<file path="config.mk">
export PLATFORM = sky130hd
export DESIGN_NAME = apb_slave_modport_flat
export DESIGN_NICKNAME = d
export VERILOG_FILES = /design/src/rtl/apb_pkg.sv /design/src/rtl/apb_slave_modport_if.sv /design/src/rtl/apb_reg_bank.sv /design/src/rtl/apb_slave_modport.sv /design/src/flat_wrapper.sv
export SDC_FILE = /design/constraint.sdc
export NUM_CORES = 2
export LEC_CHECK = 0
export BUFFER_PORTS_ARGS = -buffer_cell sky130_fd_sc_hd__buf_2
export CORE_UTILIZATION = 30
export CTS_BUF_LIST = sky130_fd_sc_hd__clkbuf_2 sky130_fd_sc_hd__clkbuf_4 sky130_fd_sc_hd__clkbuf_8
export CTS_CLUSTER_DIAMETER = 40
export DETAILED_ROUTE_END_ITERATION = 8
export MAX_ROUTING_LAYER = met4
export PLACE_DENSITY = 0.47
export SYNTH_ARGS = -nofsm -noshare
export SYNTH_HDL_FRONTEND = slang
export SYNTH_SLANG_ARGS = --single-unit
export TNS_END_PERCENT = 10
</file>
<file path="constraint.sdc">
create_clock -name CLK -period 8.9 [get_ports CLK]
set_input_delay 1.78 -clock CLK [delete_from_list [all_inputs] [get_ports CLK]]
set_output_delay 1.78 -clock CLK [all_outputs]
set_load 0.03 [all_outputs]
</file>
<file path="src/rtl/apb_pkg.sv">
// Shared APB definitions for the slave-side responder: bus widths and the
// transfer phase type.
package apb_pkg;

  localparam int APB_DATA_W  = 32;
  localparam int APB_ADDR_W  = 32;
  localparam int APB_NUM_SEL = 4;

  typedef enum logic [1:0] {
    IDLE,
    SETUP,
    ACCESS
  } apb_phase_e;

endpackage

</file>
<file path="src/rtl/apb_slave_modport_if.sv">
// APB bus signal set shared between a master and the slave responder.
interface apb_slave_modport_if;
  import apb_pkg::*;

  logic [APB_NUM_SEL-1:0] PSEL;
  logic                   PENABLE;
  logic                   PWRITE;
  logic [APB_ADDR_W-1:0]  PADDR;
  logic [APB_DATA_W-1:0]  PWDATA;
  logic [APB_DATA_W-1:0]  PRDATA;
  logic                   PREADY;

  modport master (
    output PSEL, PENABLE, PWRITE, PADDR, PWDATA,
    input  PRDATA, PREADY
  );

  modport slave (
    input  PSEL, PENABLE, PWRITE, PADDR, PWDATA,
    output PRDATA, PREADY
  );

endinterface

</file>
<file path="src/rtl/apb_reg_bank.sv">
// One bank of DEPTH x 32-bit registers: single write port, combinational read
// of the same word index.
module apb_reg_bank
  import apb_pkg::*;
#(
  parameter int DEPTH = 16
) (
  input  logic                     CLK,
  input  logic                     PRESET,
  input  logic                     i_we,
  input  logic [$clog2(DEPTH)-1:0] i_idx,
  input  logic [APB_DATA_W-1:0]    i_wdata,
  output logic [APB_DATA_W-1:0]    o_rdata
);

  logic [APB_DATA_W-1:0] r_mem [DEPTH];

  // NOTE: the register contents are architecturally visible after reset
  // (reads must return 0), so every word is reset rather than left undefined.
  always_ff @(posedge CLK) begin
    if (PRESET) begin
      for (int i = 0; i < DEPTH; i++) r_mem[i] <= '0;
    end else if (i_we) begin
      r_mem[i_idx] <= i_wdata;
    end
  end

  assign o_rdata = r_mem[i_idx];

endmodule

</file>
<file path="src/rtl/apb_slave_modport.sv">
// APB slave responder: phase decode, wait-state counter, one-hot bank select
// and read mux in front of NUM_SLAVES register banks.
module apb_slave_modport
  import apb_pkg::*;
#(
  parameter int NUM_SLAVES  = APB_NUM_SEL,
  parameter int DEPTH       = 16,
  parameter int WAIT_STATES = 0
) (
  input  logic                CLK,
  input  logic                PRESET,
  apb_slave_modport_if.slave  bus
);

  localparam int IDX_W = $clog2(DEPTH);
  localparam int CNT_W = 4;

  apb_phase_e             w_phase;
  logic                   w_ready;
  logic                   w_onehot;
  logic [IDX_W-1:0]       w_idx;
  logic [APB_DATA_W-1:0]  w_rdata;
  logic [APB_DATA_W-1:0]  w_bank_rdata [NUM_SLAVES];
  logic [CNT_W-1:0]       r_cnt;
  logic                   w_unused_addr;

  // NOTE: every signal driven in always_comb gets a default first so no
  // path leaves it unassigned and no latch is inferred.
  always_comb begin
    w_phase = IDLE;
    if (bus.PSEL != '0) w_phase = bus.PENABLE ? ACCESS : SETUP;
  end

  // Outputs are forced low while reset is held, even mid-access.
  assign w_ready  = !PRESET && (w_phase == ACCESS) && (r_cnt == CNT_W'(WAIT_STATES));
  assign w_onehot = $onehot(bus.PSEL);
  assign w_idx    = bus.PADDR[2 +: IDX_W];

  // NOTE: sequential state uses non-blocking assignments so every flop
  // samples pre-edge values regardless of process ordering.
  always_ff @(posedge CLK) begin
    if (PRESET || (w_phase != ACCESS) || w_ready) r_cnt <= '0;
    else                                          r_cnt <= r_cnt + 4'd1;
  end

  for (genvar g = 0; g < NUM_SLAVES; g++) begin : g_bank
    apb_reg_bank #(.DEPTH(DEPTH)) u_bank (
      .CLK     (CLK),
      .PRESET  (PRESET),
      .i_we    (w_ready && w_onehot && bus.PWRITE && bus.PSEL[g]),
      .i_idx   (w_idx),
      .i_wdata (bus.PWDATA),
      .o_rdata (w_bank_rdata[g])
    );
  end

  always_comb begin
    w_rdata = '0;
    if (!PRESET && (w_phase == ACCESS) && !bus.PWRITE && w_onehot) begin
      for (int i = 0; i < NUM_SLAVES; i++) begin
        if (bus.PSEL[i]) w_rdata = w_bank_rdata[i];
      end
    end
  end

  assign bus.PRDATA = w_rdata;
  assign bus.PREADY = w_ready;

  // Byte-lane and high address bits are deliberately ignored.
  assign w_unused_addr = ^bus.PADDR;

endmodule

</file>
<file path="src/flat_wrapper.sv">
// flat-port wrapper written by rule: the top's interface ports become plain ports
module apb_slave_modport_flat import apb_pkg::*;
#(
  parameter int NUM_SLAVES  = APB_NUM_SEL,
  parameter int DEPTH       = 16,
  parameter int WAIT_STATES = 0
)
  (CLK, PRESET, bus_PSEL, bus_PENABLE, bus_PWRITE, bus_PADDR, bus_PWDATA, bus_PRDATA, bus_PREADY);
  apb_slave_modport_if bus_i ();
  input  logic CLK;
  input  logic PRESET;
  input wire logic [$bits(bus_i.PSEL)-1:0] bus_PSEL;
  input wire logic [$bits(bus_i.PENABLE)-1:0] bus_PENABLE;
  input wire logic [$bits(bus_i.PWRITE)-1:0] bus_PWRITE;
  input wire logic [$bits(bus_i.PADDR)-1:0] bus_PADDR;
  input wire logic [$bits(bus_i.PWDATA)-1:0] bus_PWDATA;
  output wire logic [$bits(bus_i.PRDATA)-1:0] bus_PRDATA;
  output wire logic [$bits(bus_i.PREADY)-1:0] bus_PREADY;
  assign bus_i.PSEL = bus_PSEL;
  assign bus_i.PENABLE = bus_PENABLE;
  assign bus_i.PWRITE = bus_PWRITE;
  assign bus_i.PADDR = bus_PADDR;
  assign bus_i.PWDATA = bus_PWDATA;
  assign bus_PRDATA = bus_i.PRDATA;
  assign bus_PREADY = bus_i.PREADY;
  apb_slave_modport #(.NUM_SLAVES(NUM_SLAVES), .DEPTH(DEPTH), .WAIT_STATES(WAIT_STATES)) u_core (.CLK(CLK), .PRESET(PRESET), .bus(bus_i));
endmodule
</file>
After elaboration in Yosys (flattened, before gate mapping)
Memories as Yosys holds them, arrays and structs flattened.
Cells that the tools add are included.

operators by class
  add/subtract/negate cells = 4
  multipliers = 0
  divide/modulo/power cells = 0
  order comparisons = 0
  eq/ne operators = 3
  shifts and indexed selects = 0
  mux-type cells = 33
  bitwise operators = 0
  reductions and logical operators = 20

operators by type and width
  kind                   number
  $mux W32               9
  $reduce_or A32 Y1      4
  $mux W1                18
  $mux W4                4
  $logic_and A1 B1 Y1    10
  $add A1 B1 Y2          2
  $add A4 B1 Y4 const B  1
  $logic_not A4 Y1       1
  $mux W2                2
  $reduce_bool A4 Y1     1
  $add A3 B3 Y3          1
  $eq A3 B1 Y1 const B   1
  $eq A2 B2 Y1 const B   1
  $logic_not A1 Y1       2
  $logic_or A1 B1 Y1     2
  $ne A2 B2 Y1 const B   1

storage, ports and cells
  flip-flop bits (word level) = 4
  bits in latches = 0
  RAM bits = 2048
  ROM bits = 0
  bits of input ports = 72
  output and inout bits = 33
  memories kept = 4

memories
  memory                         words  width  read ports  clocked after Yosys merged registers in  wr ports  RTL line            RTL
  u_core.g_bank[0].u_bank.r_mem  16     32     1           0                                        16        apb_reg_bank.sv:16  logic [APB_DATA_W-1:0] r_mem [DEPTH];
  u_core.g_bank[1].u_bank.r_mem  16     32     1           0                                        16        apb_reg_bank.sv:16
  u_core.g_bank[2].u_bank.r_mem  16     32     1           0                                        16        apb_reg_bank.sv:16
  u_core.g_bank[3].u_bank.r_mem  16     32     1           0                                        16        apb_reg_bank.sv:16

Logic depth before layout (Yosys ltp)
  depth in word-level cells = 13
  mapped depth = 13
  gate-level depth less buffers = 9

Hierarchy
A second synthesis with hierarchy kept.

second synthesis, totals
  cells, all modules = 5830
  area, all modules = 92610.1 µm²

modules (own cells, without submodules)
  module             instances  cells an instance  area each (µm²)
  apb_reg_bank       4          1418               22879.4
  apb_slave_modport  1          158                1092.3

Worst setup path after synthesis
Ideal clock, no wire load.

  kind = in2out
  start point = input port bus_PSEL[2]
  end point = output port bus_PRDATA[12]
  data arrival time = 5299 ps
  required time = 7120 ps
  setup slack = 1821 ps
  stages on the path = 10
  cells stage by stage = clkbuf_1 -> clkinv_1 -> clkbuf_1 -> ha_1 -> ha_1 -> fa_1 -> or3b_1 -> and4bb_2 -> nand2b_1 -> a311oi_1

between the ends
  word-level cells in the longest chain between the ends = 7
  elaborated cells on any way between the ends = 12
  classes of those cells = 2 x add/sub; 2 x eq/ne; 4 x mux; 4 x reduce/logical

RTL lines
  element                                                                RTL line                 RTL
  start: declaration                                                     flat_wrapper.sv:12       input wire logic [$bits(bus_i.PSEL)-1:0] bus_PSEL;
  parallel branches: the longest is 6 deep, another holds $add A3 B3 Y3  --
  $mux W32 (*)                                                           apb_slave_modport.sv:59  if (!PRESET && (w_phase == ACCESS) && !bus.PWRITE && w_onehot) begin
  end: declaration                                                       flat_wrapper.sv:17       output wire logic [$bits(bus_i.PRDATA)-1:0] bus_PRDATA;

Mark *: on every way between the ends.

Final worst setup path
  start point = input port bus_PADDR[3]
  end point = output port bus_PRDATA[5]

between the ends
  word-level cells in the longest chain between the ends = 6
  elaborated cells on any way between the ends = 9
  classes of those cells = 5 x mux; 4 x memory

RTL lines
  element                RTL line                 RTL
  start: declaration     flat_wrapper.sv:15       input wire logic [$bits(bus_i.PADDR)-1:0] bus_PADDR;
  $mem_v2 Z16 W32        --
  $mux W32 (3 in a row)  apb_slave_modport.sv:61  if (bus.PSEL[i]) w_rdata = w_bank_rdata[i];
  $mux W32 (*)           apb_slave_modport.sv:61
  $mux W32 (*)           apb_slave_modport.sv:59

Every way passes the cells marked *; elsewhere a longest branch is shown, timed or not.

==> metrics.md <==
| Metric | Value |
|---|---|
| Port bufs | 76 |
| Syn_nets | 6158 |
| Pre-antenna DRT Iters | 6 |
| Switching pwr | 5250 uW |
| Worst setup SP type | input port |
| Clock group share of total power | 0.419 |
| Clk_skew | 0.0574 ns |
| Share of the synthesized area in the top cell type | 0.653 |
| First-pass GRT wire length | 427000 um |
| Met1 global-route usage | 0.266 |
| Initial antenna violation count | 46 |
| P_leak | 0.0379 uW |
| Chip height | 562 um |
| Die width | 562 um |
| #FFs+latches synth | 2052 |
| Distinct cells, synth | 56 |
| Worst slew pin tran | 1.24 ns |
| Seq/Total Area, Yosys | 0.654 |
| Pwr dens | 203 nW/um^2 |
| Crit Path Max Fanout | 41 |
| Crit end category | primary output |
| Type of the worst setup path | in -> out |
| Relative slew margins | 0.171 |
| CTS Buf Count | 384 |
| Mapped Area | 94200 sq um |
| Avg WL per Cell | 29.3 um |
| Sw Share | 0.243 |
| CTS tree | done |
| Ports | 105 |
| Comb pwr share | 0.070 |
| Setup TNS | 0 ns |
| GRT Total Usage | 0.198 |
| Routability congestion estimate | 0.839 |
| CTS sink count | 2052 |
| Number of global-route vias before repair | 53640 |
| Routed WL | 309000 um |
| DRC viols | 0 |
| Final Max Tran Viols | 0 |
| WP data required | 7.12 ns |
| Synth Warn # | 0 |
| ANT nets after route | 0 |
| Max VDD drop | 0.114 mV |
| Placeable Area | 312000 sq um |
| Dpl hpwl | 174000 um |
| Sequential share of power | 0.510 |
| Fin crit period | 7.76 ns |
| Postcts setup bufs | 0 |
| Most used routing layer | met2 |
| CTS Hold Bufs | 0 |
| Met3 usage in global routing | 0.0304 |
| Prevailing post-synth register cell | edfxtp_1 |
| Avg Cell Area, Syn | 15.5 sq um |
| DR iter-0 viols | 5367 |
| Power Total | 21600 uW |
| Max cap viols | 0 |
| Largest net degree at the start of global routing | 79 |
| Final Hold Viols | 0 |
| Synth top cells by count | and2_1 (2048), edfxtp_1 (2048), mux4_2 (461) |
| Synth area leader | edfxtp_1 |
| Nets@finish | 6205 |
| Root Driver | clkbuf_8 |
| Gate Count Post-Synth | 6078 |
| Clock Pin Slew Worst Setup and Hold Paths | 0.05 ns |
| Worst Path Arrival | 5.98 ns |
| Initial Util | 0.302 |
| Ranking of synthesized cells by area | edfxtp_1 (65%), and2_1 (14%), mux4_2 (11%) |
| Outcome | finished clean |
| Row count | 205 |
| Gr ovfl total | 0 |
| Clk buf depth | 4 |
| Routed vias/inst | 4.98 |
| Post-synth EDFFs | 2048 |
| Die ar. | 316000 sq um |
| # H-tree levels | 5 |
| RSZ-0062 raised after global routing | no |
| P_int | 16400 uW |
| Proportion of layout cells with a drive suffix above 1 | 0.245 |
| Number of gates resized after cts | 0 |
| Via count | 52576 |
| M2 GR Usage | 0.312 |
| Max Freq | 129 MHz |
| Worst-Skew Late Latency | 1.00 ns |
| Ys async rst share | 0 |
| Tcrit/Tclk final | 0.872 |
| Worst min-delay path class | reg -> reg |
| Area grow syn2layout | 12.8% |
| Final-report setup violation count | 0 |
| Fin util | 0.341 |
-- stage by stage --
stage	cell area [sq um]	hold slack, ns	cells	worst slack [ns]
3_3_place_gp	98900	0.540	9879	1.12
5_1_grt	106000	0.603	10542	1.12
6_report	106000	0.569	10553	1.14
4_1_cts	106000	0.557	10533	1.10
3_5_place_dp	98900	0.549	9879	1.12
2_1_floorplan	94200	0.502	6078	1.82
-- power by group through the flow --
| stage | Clock, uW | Combinational (uW) | Sequential [uW] |
|---|---|---|---|
| 2_1_floorplan | 0 | 861 | 11200 |
| 3_3_place_gp | 0 | 1540 | 11200 |
| 3_5_place_dp | 0 | 1540 | 11200 |
| 4_1_cts | 9250 | 1550 | 11000 |
| 5_1_grt | 9620 | 1590 | 11100 |
| 6_report | 9060 | 1520 | 11000 |
-- metal layers --
| layer | up-vias | share of wire |
|---|---|---|
| li1 | 22422 | - |
| met1 | 27853 | 0.43 |
| met2 | 1879 | 0.47 |
| met3 | 422 | 0.067 |
| met4 | 0 | 0.027 |
| met5 | - | 0 |
-- sequential cells by signal, indices dropped and copies added, names as in the netlist --
name                        count
u_core.r_cnt                    4
u_core.g_bank.u_bank.r_mem   2048
-- critical path, stage by stage --
cell and delay [ns]:
buf_8 0.33, buf_12 0.27, buf_12 0.25, buf_12 0.25, mux2_2 0.37, o22ai_1 0.21, a2111oi_0 0.16, o31ai_1 1.06
a21oi_1 0.56, buf_2 0.35
-- kinds of logic after synthesis --
logic type | count (synthesis) | share of synthesized area
xor gates and xnor gates | 1 | 0.0000930
DFF | 2052 | 0.654
buffers and inverters | 635 | 0.0297
adders and majority gates | 8 | 0.00114
and+or+nand+nor | 2374 | 0.157
muxes | 675 | 0.134
AOI/OAI and AO/OA | 333 | 0.0240
-- layout by cell type (no fill, tap or decap), drive strengths merged, types with 3 or more instances in the layout --
| master | netlist | routed |
|---|---|---|
| a2111oi | 24 | 24 |
| a211oi | 24 | 24 |
| a21oi | 82 | 82 |
| a221oi | 17 | 17 |
| a22oi | 32 | 32 |
| a311oi | 10 | 10 |
| and2 | 2050 | 2050 |
| buf | 163 | 288 |
| bufinv | 0 | 17 |
| clkbuf | 464 | 483 |
| clkinv | 1 | 130 |
| clkinvlp | 0 | 14 |
| dfxtp | 4 | 4 |
| diode | 0 | 20 |
| edfxtp | 2048 | 2048 |
| ha | 7 | 7 |
| inv | 7 | 18 |
| mux2 | 100 | 100 |
| mux2i | 114 | 114 |
| mux4 | 461 | 461 |
| nand2 | 82 | 82 |
| nand2b | 7 | 7 |
| nand3 | 18 | 18 |
| nand3b | 3 | 3 |
| nor2 | 103 | 103 |
| nor2b | 28 | 28 |
| nor3 | 6 | 6 |
| nor4 | 4 | 4 |
| o21a | 5 | 5 |
| o21ai | 31 | 31 |
| o22ai | 50 | 50 |
| o31ai | 25 | 25 |
| o32ai | 25 | 25 |
| or2 | 64 | 64 |
| or3b | 4 | 4 |
-- worst paths after layout --
| check | startpoint | slack [ns] | depth (start not counted) | to |
|---|---|---|---|---|
| max | bus_PADDR[3] | 1.14 | 10 | bus_PRDATA[5] |
| min | u_core.r_cnt[2] | 0.57 | 2 | u_core.r_cnt[2] |
| max reg2reg | u_core.r_cnt[0] | 4.30 | 9 | u_core.g_bank[3].u_bank.r_mem[7][28] |
| min reg2reg | u_core.r_cnt[2] | 0.57 | 2 | u_core.r_cnt[2] |
-- area by class of cell --
class	count	area (sq um)
inverter	8	30.0
clock inverter	171	1280
antenna	20	50.0
clock buffer	483	6050
timing repair buffer	288	2210
multi-input combinational	3391	29900
sequential	2052	61600
fill	29944	206000
tap	4140	5180
Power figures use the tool's default switching activity.
